$ cat src/rtl/fsm_wd_pkg.sv
// Shared types and constants for the watchdog-guarded actuator/tub sequencer.
package fsm_wd_pkg;

  typedef enum logic [2:0] {
    S_IDLE      = 3'b000,
    S_TEST      = 3'b001,
    S_WAIT_FLAG = 3'b010,
    S_WAIT_DONE = 3'b011,
    S_FAULT     = 3'b100
  } state_t;

  localparam logic [1:0] FC_NONE     = 2'b00;
  localparam logic [1:0] FC_READY_TO = 2'b01;
  localparam logic [1:0] FC_DONE_TO  = 2'b10;

  // Counter must hold the larger limit; keep at least one bit when both are disabled.
  function automatic int wdWidth(input int readyTo, input int doneTo);
    int maxLim;
    maxLim = (readyTo > doneTo) ? readyTo : doneTo;
    return (maxLim < 1) ? 1 : $clog2(maxLim + 1);
  endfunction

endpackage

$ cat src/rtl/fsm_wd_ctrl_wd_timer.sv
// Watchdog counter: counts enabled cycles and flags the last allowed one.
module wd_timer #(
  parameter int W = 5
) (
  input  logic         i_clk,
  input  logic         i_rst,
  input  logic         i_clr,
  input  logic         i_en,
  input  logic [W-1:0] i_limit,
  output logic         o_expire
);

  logic [W-1:0] r_wd;

  always_ff @(posedge i_clk or posedge i_rst) begin
    if (i_rst) begin
      r_wd <= '0;
    end else if (i_clr) begin
      r_wd <= '0;
    end else if (i_en) begin
      r_wd <= r_wd + 1'b1;
    end
  end

  // A zero limit disables expiry; the counter may wrap harmlessly then.
  assign o_expire = i_en && (i_limit != '0) && (r_wd == i_limit - 1'b1);

endmodule

$ cat src/rtl/fsm_wd_ctrl.sv
// Start/ready/done sequencer with watchdog faults, abort and a saturating cycle count.
module fsm_wd_ctrl
  import fsm_wd_pkg::*;
#(
  parameter int CNT_W    = 8,
  parameter int READY_TO = 16,
  parameter int DONE_TO  = 16
) (
  input  logic             i_clk,
  input  logic             i_rst,
  input  logic             i_start,
  input  logic             i_ready,
  input  logic             i_done,
  input  logic             i_abort,
  input  logic             i_clr_fault,
  output logic             o_enable_act,
  output logic             o_enable_tub,
  output logic             o_count,
  output logic [CNT_W-1:0] o_cycles,
  output logic             o_busy,
  output logic             o_fault,
  output logic [1:0]       o_fault_code
);

  localparam int WD_W = wdWidth(READY_TO, DONE_TO);
  localparam logic [WD_W-1:0]  READY_LIM = WD_W'(READY_TO);
  localparam logic [WD_W-1:0]  DONE_LIM  = WD_W'(DONE_TO);
  localparam logic [CNT_W-1:0] CYC_MAX   = '1;

  state_t            r_state;
  state_t            w_next;
  logic [1:0]        r_fault_code;
  logic [1:0]        w_fault_code_next;
  logic [CNT_W-1:0]  r_cycles;
  logic              w_enable_act;
  logic              w_count;
  logic              w_wd_en;
  logic              w_wd_clr;
  logic              w_expire;
  logic [WD_W-1:0]   w_limit;

  assign w_wd_en  = (r_state == S_WAIT_FLAG) || (r_state == S_WAIT_DONE);
  assign w_wd_clr = (w_next != r_state);
  assign w_limit  = (r_state == S_WAIT_FLAG) ? READY_LIM : DONE_LIM;

  wd_timer #(.W(WD_W)) u_wd (
    .i_clk    (i_clk),
    .i_rst    (i_rst),
    .i_clr    (w_wd_clr),
    .i_en     (w_wd_en),
    .i_limit  (w_limit),
    .o_expire (w_expire)
  );

  always_ff @(posedge i_clk or posedge i_rst) begin
    if (i_rst) begin
      r_state      <= S_IDLE;
      r_fault_code <= FC_NONE;
      r_cycles     <= '0;
    end else begin
      r_state      <= w_next;
      r_fault_code <= w_fault_code_next;
      if (w_count && (r_cycles != CYC_MAX)) begin
        r_cycles <= r_cycles + 1'b1;
      end
    end
  end

  // Within a wait state: abort beats the awaited flag, which beats the watchdog.
  always_comb begin
    w_next            = r_state;
    w_fault_code_next = r_fault_code;
    w_enable_act      = 1'b0;
    w_count           = 1'b0;
    unique case (r_state)
      S_IDLE: begin
        if (i_start && !i_abort) begin
          w_next       = S_TEST;
          w_enable_act = 1'b1;
        end
      end
      S_TEST: begin
        if (i_abort)      w_next = S_IDLE;
        else if (i_ready) w_next = S_WAIT_DONE;
        else              w_next = S_WAIT_FLAG;
      end
      S_WAIT_FLAG: begin
        if (i_abort) begin
          w_next = S_IDLE;
        end else if (i_ready) begin
          w_next = S_WAIT_DONE;
        end else if (w_expire) begin
          w_next            = S_FAULT;
          w_fault_code_next = FC_READY_TO;
        end
      end
      S_WAIT_DONE: begin
        if (i_abort) begin
          w_next = S_IDLE;
        end else if (i_done) begin
          w_next  = S_IDLE;
          w_count = 1'b1;
        end else if (w_expire) begin
          w_next            = S_FAULT;
          w_fault_code_next = FC_DONE_TO;
        end
      end
      S_FAULT: begin
        if (i_clr_fault) begin
          w_next            = S_IDLE;
          w_fault_code_next = FC_NONE;
        end
      end
      default: begin
        w_next            = S_IDLE;
        w_fault_code_next = FC_NONE;
      end
    endcase
  end

  assign o_enable_act = w_enable_act;
  assign o_count      = w_count;
  assign o_enable_tub = (r_state == S_WAIT_DONE);
  assign o_busy       = (r_state != S_IDLE) && (r_state != S_FAULT);
  assign o_fault      = (r_state == S_FAULT);
  assign o_fault_code = r_fault_code;
  assign o_cycles     = r_cycles;

endmodule

$ cat config.mk
export PLATFORM = sky130hd
export DESIGN_NAME = fsm_wd_ctrl
export DESIGN_NICKNAME = d
export VERILOG_FILES = /design/src/rtl/fsm_wd_pkg.sv /design/src/rtl/fsm_wd_ctrl_wd_timer.sv /design/src/rtl/fsm_wd_ctrl.sv
export SDC_FILE = /design/constraint.sdc
export NUM_CORES = 1
export LEC_CHECK = 0
export CAP_MARGIN = 5
export CORE_AREA = 2 2 48 50
export CTS_CLUSTER_SIZE = 12
export DETAILED_ROUTE_END_ITERATION = 8
export DIE_AREA = 0 0 50 52
export PLACE_DENSITY = 0.8
export SYNTH_ARGS = -nofsm -noshare
export SYNTH_HDL_FRONTEND = slang
export SYNTH_SLANG_ARGS = --single-unit
$ cat constraint.sdc
create_clock -name i_clk -period 4.1 [get_ports i_clk]
set_clock_uncertainty 0.05 [all_clocks]
set_input_delay 0.82 -clock i_clk [delete_from_list [all_inputs] [get_ports i_clk]]
set_output_delay 0.82 -clock i_clk [all_outputs]
set_load 0.02 [all_outputs]
## Yosys cells after proc, flatten, opt, wreduce, memory -nomap -nowiden

Index checks and enable logic that the tools add are counted.

- Add/sub/neg operators: 2
- Equal/unequal tests: 15
- Mux-type cells: 25
- Bitwise operators: 1
- Reduce and logical (&&, ||, !) cells: 11

Operators with widths:

| operator | count |
|---|---|
| two-way mux 3 bit | 7 |
| two-way mux 2 bit | 8 |
| one-hot mux 3 bit (5 select lines) | 1 |
| two-way mux 5 bit | 2 |
| inequality test 2 bit, second input constant | 5 |
| adder 8 x 1 -> 8 bit, second input constant | 1 |
| inequality test 8 bit, second input constant | 1 |
| one-hot mux 2 bit (4 select lines) | 1 |
| AND reduction 8 bit | 1 |
| equality test 3 x 2 -> 1 bit, second input constant | 2 |
| two-way mux 1 bit | 6 |
| adder 5 x 1 -> 5 bit, second input constant | 1 |
| equality test 5 x 4 -> 1 bit, second input constant | 1 |
| logical AND 1 bit | 4 |
| inequality test 2 x 1 -> 1 bit, second input constant | 2 |
| equality test 3 x 1 -> 1 bit, second input constant | 1 |
| equality test 3 bit, second input constant | 1 |
| logical NOT 3 bit | 1 |
| inequality test 3 bit | 1 |
| inequality test 3 bit, second input constant | 1 |
| nonzero test 3 bit | 1 |
| nonzero test 2 bit | 1 |
| OR reduction 2 bit | 1 |
| logical NOT 1 bit | 1 |
| 2 further kinds | 2 |

- Bits in registers: 18
- Bits of input ports: 7
- Output and inout port bits: 15
- Logic and storage cells: 58

## Longest topological paths before layout

Gate-level depths: netlist of the first run.

- Depth after elaboration: 9
- Depth in mapped cells: 8

## By module

From an unflattened synthesis of the first run, not the netlist that was laid out.

- Cell total of the unflattened synthesis: 123
- Area total of the unflattened synthesis: 1,143.6 um^2

Modules (own cells, without submodules):

| module | times used | cells an instance | area an instance (um^2) | sequential area each (um^2) |
|---|---|---|---|---|
| fsm_wd_ctrl | 1 | 85 | 787.0 | 325.3 |
| wd_timer | 1 | 38 | 356.6 | 125.1 |

## Least setup slack after synthesis of the first run

Ideal clock, no wire load.

- Path type: input to output
- From: input i_abort
- To: output o_count
- Data arrival time: 1.398 ns
- Data required time: 3.230 ns
- Setup slack: 1.832 ns
- Stages on the path: 2
- Path buffers: 0
- Cell sequence: and4bb_4 -> and2_1

- Cells in the longest elaborated chain, start to end: 2

RTL lines:

| item | line | RTL |
|---|---|---|
| start, declared | fsm_wd_ctrl.sv:14 | `input logic i_abort,` |
| two-way mux 1 bit | fsm_wd_ctrl.sv:98 | `if (i_abort) begin` |
| two-way mux 1 bit | fsm_wd_ctrl.sv:75 | `unique case (r_state)` |
| end, declared | fsm_wd_ctrl.sv:18 | `output logic o_count,` |

Every way passes these cells.

## Worst setup path after layout of the first run

Ends and elaborated chain as after synthesis.

==> qor.csv, run 1 <==
metric,value,unit
FP Rows,17,
internal power,310,uW
area taken by multi-input logic gates,566,sq um
drt total wl,2.06,mm
mux cell area share after synthesis,4.49,%
postcts setup bufs,0,
share of cells above drive strength 1,10.5,%
clk buf depth,2,
Switching Fraction,32.0,%
element type at the critical path start,input port,
Comb power frac,27.4,%
Clock Root Buffer,clkbuf_4,
"Slowest-stage cell, CP",clkdlybuf4s50_1,
IO Port Bufs,21,
Synth Area in Compound Gates,12.6,%
synthesized area per cell,10.4,sq um
Worst-Skew Late Latency,0.29,ns
Max H-tree Level,1,
post-cts sizing count,0,
unrepaired setup endpoints after global routing,no,
Syn Nets,112,
CP max stage delay,0.60,ns
count of different cell masters after synthesis,39,
Max Transition Viols Final,0,
Max-Cap Viols,0,
Critical Path RT,3.23,ns
DR vias/cell,5.49,
Hold Path Class,reg2reg,
Fillers,172,
CTS tree,yes,
Tcrit/Tclk final,81.5,%
Die ar.,2600,sq um
CP endpoint kind,output port,
achievable frequency,0.299,GHz
Total Nets Final,135,
first-pass GRT wire length,3.35,mm
crit path max fanout,5,
Fin. Hold Viols,0,
power density cells,346,nW/um^2
synth warn,0,
final setup fails,0,
Final min period,3.34,ns
DR WL/cell,13.5,um
top-area cell type share of the netlist area,42.6,%
"top cells by area, synth","dfrtp_1 43%, xnor2_1 4.1%, xor2_1 4.1%",
vias in the first global route,759,
Layout area overhead,24.3,%
Hold Slack,0.460,ns
cell area after synthesis,1060,sq um
TritonCTS Sinks,18,
Pre-Repair DR Iteration Count,4,
Post-Synth Adder-Cell Area,3.55,%
Synth Area in XOR/XNOR,8.27,%
Pleak,0.000581,uW
core region area,2110,sq um
Worst path most repeated cell,clkdlybuf4s50_1,
Routed Antenna Nets,0,
Rel. slew slack,47.4,%
CTS Buf Count,3,
initial antenna violation count,0,
top cell type by total area after synthesis,dfrtp_1,
setup TNS,0,ns
Flop pwr share,48.3,%
slew at the pin with the worst max-slew slack,0.787,ns
main combinational cell family by area after synthesis,simple AND/OR/NAND/NOR gates,
outcome,"complete, no violations",
ant diodes,0,
"Hold-fix buffers, CTS",0,
"Arr. time, crit path",2.47,ns
CP Class,in2out,
storage element area,450,sq um
GPL Wtd Cong,0.758,
Net Switching,146,uW
Clock Power Share,24.3,%
Cells after Synth,102,
register area share after synthesis,42.6,%
fin cells,152,
PnR worst setup slack,0.758,ns
CP Cell Sequence,"clkdlybuf4s50_1, and4bb_4, and2_1, clkdlybuf4s50_1",
drc violations,0,
largest net degree at the start of global routing,19,
Die H,52,um
post-place setup slack,0.755,ns
Post-Synth Simple-Gate Area,24.5,%
GRT Overall Usage,17.7,%
Die X-Extent,50,um
initial core utilization,50.3,%
Ports,22,
via count,834,
peak supply drop,207,uV
gr ovfl total,0,
clock slew at reported path FFs,0.11,ns
initial DRC count,11,
Synth Register Bits,18,
Final HPWL DP,1.56,mm
placed cell count,148,
==> worst max-delay path, delay by kind of cell <==
| kind | cells | cell delay [ns] |
|---|---|---|
| buf+inv | 2 | 1.10 |
| simple gates | 2 | 0.55 |
==> cells by family after synthesis <==
kind of cell / count (synthesis)
adders and majority gates: 3
and+or+nand+nor: 46
muxes: 4
DFF: 18
buffers and inverters: 8
AOI/OAI and AO/OA: 13
xor gates and xnor gates: 10
==> cells in the mapped netlist (all sizes together) <==
cell and n:
a2111oi 1, a21oi 1, a31oi 1, a41o 1, and2 1, and3 3, and4 1, and4bb 1
buf 3, dfrtp 18, ha 3, inv 5, mux2 3, mux2i 1, nand2 11, nand2b 1
nand3 3, nand4 5, nor2 10, nor2b 5, nor3 4, nor4 1, o211ai 2, o21ai 2
o221a 1, o221ai 1, o22a 1, o311ai 1, o31a 1, xnor2 5, xor2 5
==> path summary, 6_finish.rpt <==
path	startpoint	to	slack [ns]	depth (start not counted)
max	i_abort	o_count	0.76	4
min	o_fault_code[0]	o_fault_code[0]	0.46	1
max reg2reg	r_state[1]	o_fault_code[1]	1.94	3
min reg2reg	o_fault_code[0]	o_fault_code[0]	0.46	1
max in group asynchronous	i_rst	o_cycles[4]	2.71	2
min in group asynchronous	i_rst	u_wd.r_wd[2]	0.87	2
==> per-stage QoR <==
step	util, %	power [uW]	area (sq um)
floorplan	-	301	1060
global placement	60.8	342	1280
detailed placement	60.8	350	1280
CTS	62.5	462	1320
global route	62.5	484	1320
finish	62.5	456	1320
==> cell type report <==
| class | count | area share, % |
|---|---|---|
| multi-input cells | 76 | 43.0 |
| flip-flops and latches | 18 | 34.2 |
| repair buffers | 21 | 16.0 |
| clock buffers | 4 | 2.76 |
| well taps | 28 | 2.66 |
| inverters | 5 | 1.43 |
==> power groups by stage <==
| stage | clock network [uW] | logic [uW] | registers (uW) |
|---|---|---|---|
| after floorplan | 0 | 74.6 | 227 |
| after global placement | 0 | 120 | 222 |
| after detailed placement | 0 | 126 | 224 |
| after CTS | 114 | 127 | 220 |
| after global routing | 123 | 138 | 223 |
| final | 111 | 125 | 220 |
==> state kept, by name (all words and copies together), names as in the netlist <==
register,count
u_wd.r_wd,5
o_cycles,8
r_state,3
o_fault_code,2
==> placed cells by master (no fill, tap or decap), types with 3 or more instances in the layout <==
cell type and count:
and3_1 3, clkbuf_4 3, clkdlybuf4s50_1 21, dfrtp_1 18
ha_1 3, inv_1 5, nand2_1 10, nand3_1 3
nand4_1 4, nor2_1 9, nor2b_1 5, nor3_1 4
xnor2_1 5, xor2_1 5
==> metal layers <==
layer  vias to the layer above  GRT usage (%)  part of all wire (%)
li1                        407              -                     -
met1                       403           20.6                    43
met2                        22           31.8                    53
met3                         2           2.59                   3.6
met4                         0           8.33                  0.44
met5                         -              0                     0
(Power assumes the default switching activity.)
==> run 2, diff against run 1 <==
--- a/config.mk
+++ b/config.mk
@@ -6,11 +6,11 @@
 export NUM_CORES = 1
 export LEC_CHECK = 0
 export CAP_MARGIN = 5
-export CORE_AREA = 2 2 48 50
+export CORE_AREA = 2 2 50 52
 export CTS_CLUSTER_SIZE = 12
 export DETAILED_ROUTE_END_ITERATION = 8
-export DIE_AREA = 0 0 50 52
-export PLACE_DENSITY = 0.8
+export DIE_AREA = 0 0 52 54
+export PLACE_DENSITY = 0.74
 export SYNTH_ARGS = -nofsm -noshare
 export SYNTH_HDL_FRONTEND = slang
 export SYNTH_SLANG_ARGS = --single-unit
==> constraint.sdc (replaced) <==
create_clock -name i_clk -period 3.2 [get_ports i_clk]
set_clock_uncertainty 0.05 [all_clocks]
set_input_delay 0.64 -clock i_clk [delete_from_list [all_inputs] [get_ports i_clk]]
set_output_delay 0.64 -clock i_clk [all_outputs]
set_load 0.02 [all_outputs]
==> run 2 against run 1 <==
  * Highest routed layer is now met3
  * Critical endpoint unchanged
  * First-iteration DRC count down 27%
  * Utilization is 5.3 points lower
  * Global-route usage decreased by 0.45 points
  * Hold slack got worse by 0.0062 ns
  * Final cell count grew 2.0%
  * Sequential share of layout area fell by 0.26 points
  * Clock power up 26%
  * Non-clock buffer count rose by 1
  * Setup slack lost 0.55 ns
==> qor.csv, run 2 (synthesis results as in run 1) <==
metric,value,unit,change
initial core utilization,45.6,%,was 50.3%
DR WL/cell,13.3,um,was 13.5 um
internal power,398,uW,was 310 uW
clock slew at reported path FFs,0.10,ns,was 0.11 ns
Max H-tree Level,1,,unchanged
Clock Root Buffer,clkbuf_4,,unchanged
vias in the first global route,840,,was 759
CP Class,in2out,,unchanged
most common library cell in the layout ignoring fill and taps,clkdlybuf4s50_1,,unchanged
Worst-Skew Late Latency,0.29,ns,about the same
Critical Path RT,2.51,ns,was 3.23 ns
power density cells,438,nW/um^2,was 346 nW/um^2
Final HPWL DP,1.54,mm,was 1.56 mm
Final min period,3.00,ns,
max FFs per register,8,,unchanged
Hold Path Class,reg2reg,,unchanged
CTS Buf Count,3,,unchanged
Tcrit/Tclk final,93.6,%,
"Hold-fix buffers, CTS",0,,unchanged
Fin. Hold Viols,0,,unchanged
fin cells,155,,was 152
Max Transition Viols Final,0,,unchanged
Pre-Repair DR Iteration Count,4,,unchanged
Pleak,0.000586,uW,was 0.000581 uW
share of cells above drive strength 1,11.2,%,was 10.5%
Crit path buffers/inverters,2,,unchanged
gr ovfl total,0,,unchanged
peak supply drop,326,uV,was 207 uV
GPL Wtd Cong,0.783,,was 0.758
Clock Power Share,24.0,%,was 24.3%
Rel. slew slack,55.2,%,was 47.4%
Total Nets Final,136,,was 135
via count,858,,was 834
Die H,54,um,was 52 um
"Arr. time, crit path",2.31,ns,was 2.47 ns
drt total wl,2.06,mm,about the same
final setup fails,0,,unchanged
CTS tree,yes,,unchanged
CP max stage delay,0.60,ns,about the same
ant diodes,0,,unchanged
most frequent cells in the layout,"21 x clkdlybuf4s50_1, 18 x dfrtp_1, 10 x nand2_1",,unchanged
CP endpoint kind,output port,,unchanged
initial DRC count,8,,was 11
outcome,"complete, no violations",,unchanged
Routed Antenna Nets,0,,unchanged
IO Port Bufs,21,,unchanged
Ports,22,,unchanged
FP Rows,18,,was 17
Die ar.,2810,sq um,was 2600 sq um
unrepaired setup endpoints after global routing,no,,unchanged
drc violations,0,,unchanged
"Slowest-stage cell, CP",clkdlybuf4s50_1,,unchanged
slew at the pin with the worst max-slew slack,0.671,ns,was 0.787 ns
achievable frequency,0.334,GHz,
CP top delay family,buffers and inverters,,unchanged
crit path max fanout,5,,unchanged
post-cts sizing count,0,,unchanged
Net Switching,182,uW,was 146 uW
post-place setup slack,0.204,ns,was 0.755 ns
GRT Overall Usage,17.2,%,was 17.7%
Flop pwr share,48.6,%,was 48.3%
Layout area overhead,25.3,%,was 24.3%
postcts setup bufs,0,,unchanged
TritonCTS Sinks,18,,unchanged
Max-Cap Viols,0,,unchanged
Switching Fraction,31.4,%,was 32.0%
CP Cell Sequence,"clkdlybuf4s50_1, and4bb_4, and2_1, clkdlybuf4s50_1",,unchanged
first-pass GRT wire length,3.55,mm,was 3.35 mm
placed cell count,151,,was 148
initial antenna violation count,0,,unchanged
core region area,2320,sq um,was 2110 sq um
element type at the critical path start,input port,,unchanged
clk buf depth,2,,unchanged
DR vias/cell,5.54,,was 5.49
setup TNS,0,ns,unchanged
largest net degree at the start of global routing,19,,unchanged
Comb power frac,27.3,%,was 27.4%
Worst path most repeated cell,clkdlybuf4s50_1,,unchanged
Die X-Extent,52,um,was 50 um
PnR worst setup slack,0.204,ns,was 0.758 ns
run 2: changes by cell type in the layout (fill, tap and decap cells not counted), sizes merged:
cell / before / now
buf: 0 / 1
run 2: metrics by stage:
step	power (uW)	cell area [sq um]	hold slack [ns]	utilization, %
after CTS	591	1330	0.460	57.2
after global routing	615	1330	0.492	57.2
after floorplan	386	1060	0.499	-
after global placement	440	1290	0.427	55.6
after detailed placement	446	1290	0.430	55.6
final	580	1330	0.454	57.2
run 2: cell type report:
class	count	area (sq um)
Fill cell	205	993
Multi-Input combinational cell	76	566
Sequential cell	18	450
Timing Repair Buffer	22	218
Tap cell	30	37.5
Clock buffer	4	36.3
Inverter	5	18.8
run 2: worst paths after layout:
| kind | startpoint | to | slack [ns] | depth (start not counted) |
|---|---|---|---|---|
| worst max-delay path | i_abort | o_count | 0.20 | 4 |
| worst min-delay path | o_fault_code[0] | o_fault_code[0] | 0.45 | 1 |
| worst max register to register | u_wd.r_wd[0] | u_wd.r_wd[4] | 1.14 | 7 |
| worst min register to register | o_fault_code[0] | o_fault_code[0] | 0.45 | 1 |
| max in group asynchronous | i_rst | o_cycles[0] | 1.99 | 2 |
| min in group asynchronous | i_rst | o_cycles[2] | 0.68 | 2 |
run 2: layer usage:
metal  wire length, um  part of all wire, %  global-route usage [%]
met5                 0                    0                       0
met4                 0                    0                    5.26
met3               116                  5.6                    5.00
met2              1060                   51                    33.1
met1               892                   43                    18.0
run 2: power groups by stage:
stage,Sequential [uW],Combinational (uW),Clock [uW]
after detailed placement,286,160,0
after CTS,282,160,149
final,282,158,140
after global routing,287,176,153
after floorplan,290,95.6,0
after global placement,284,157,0
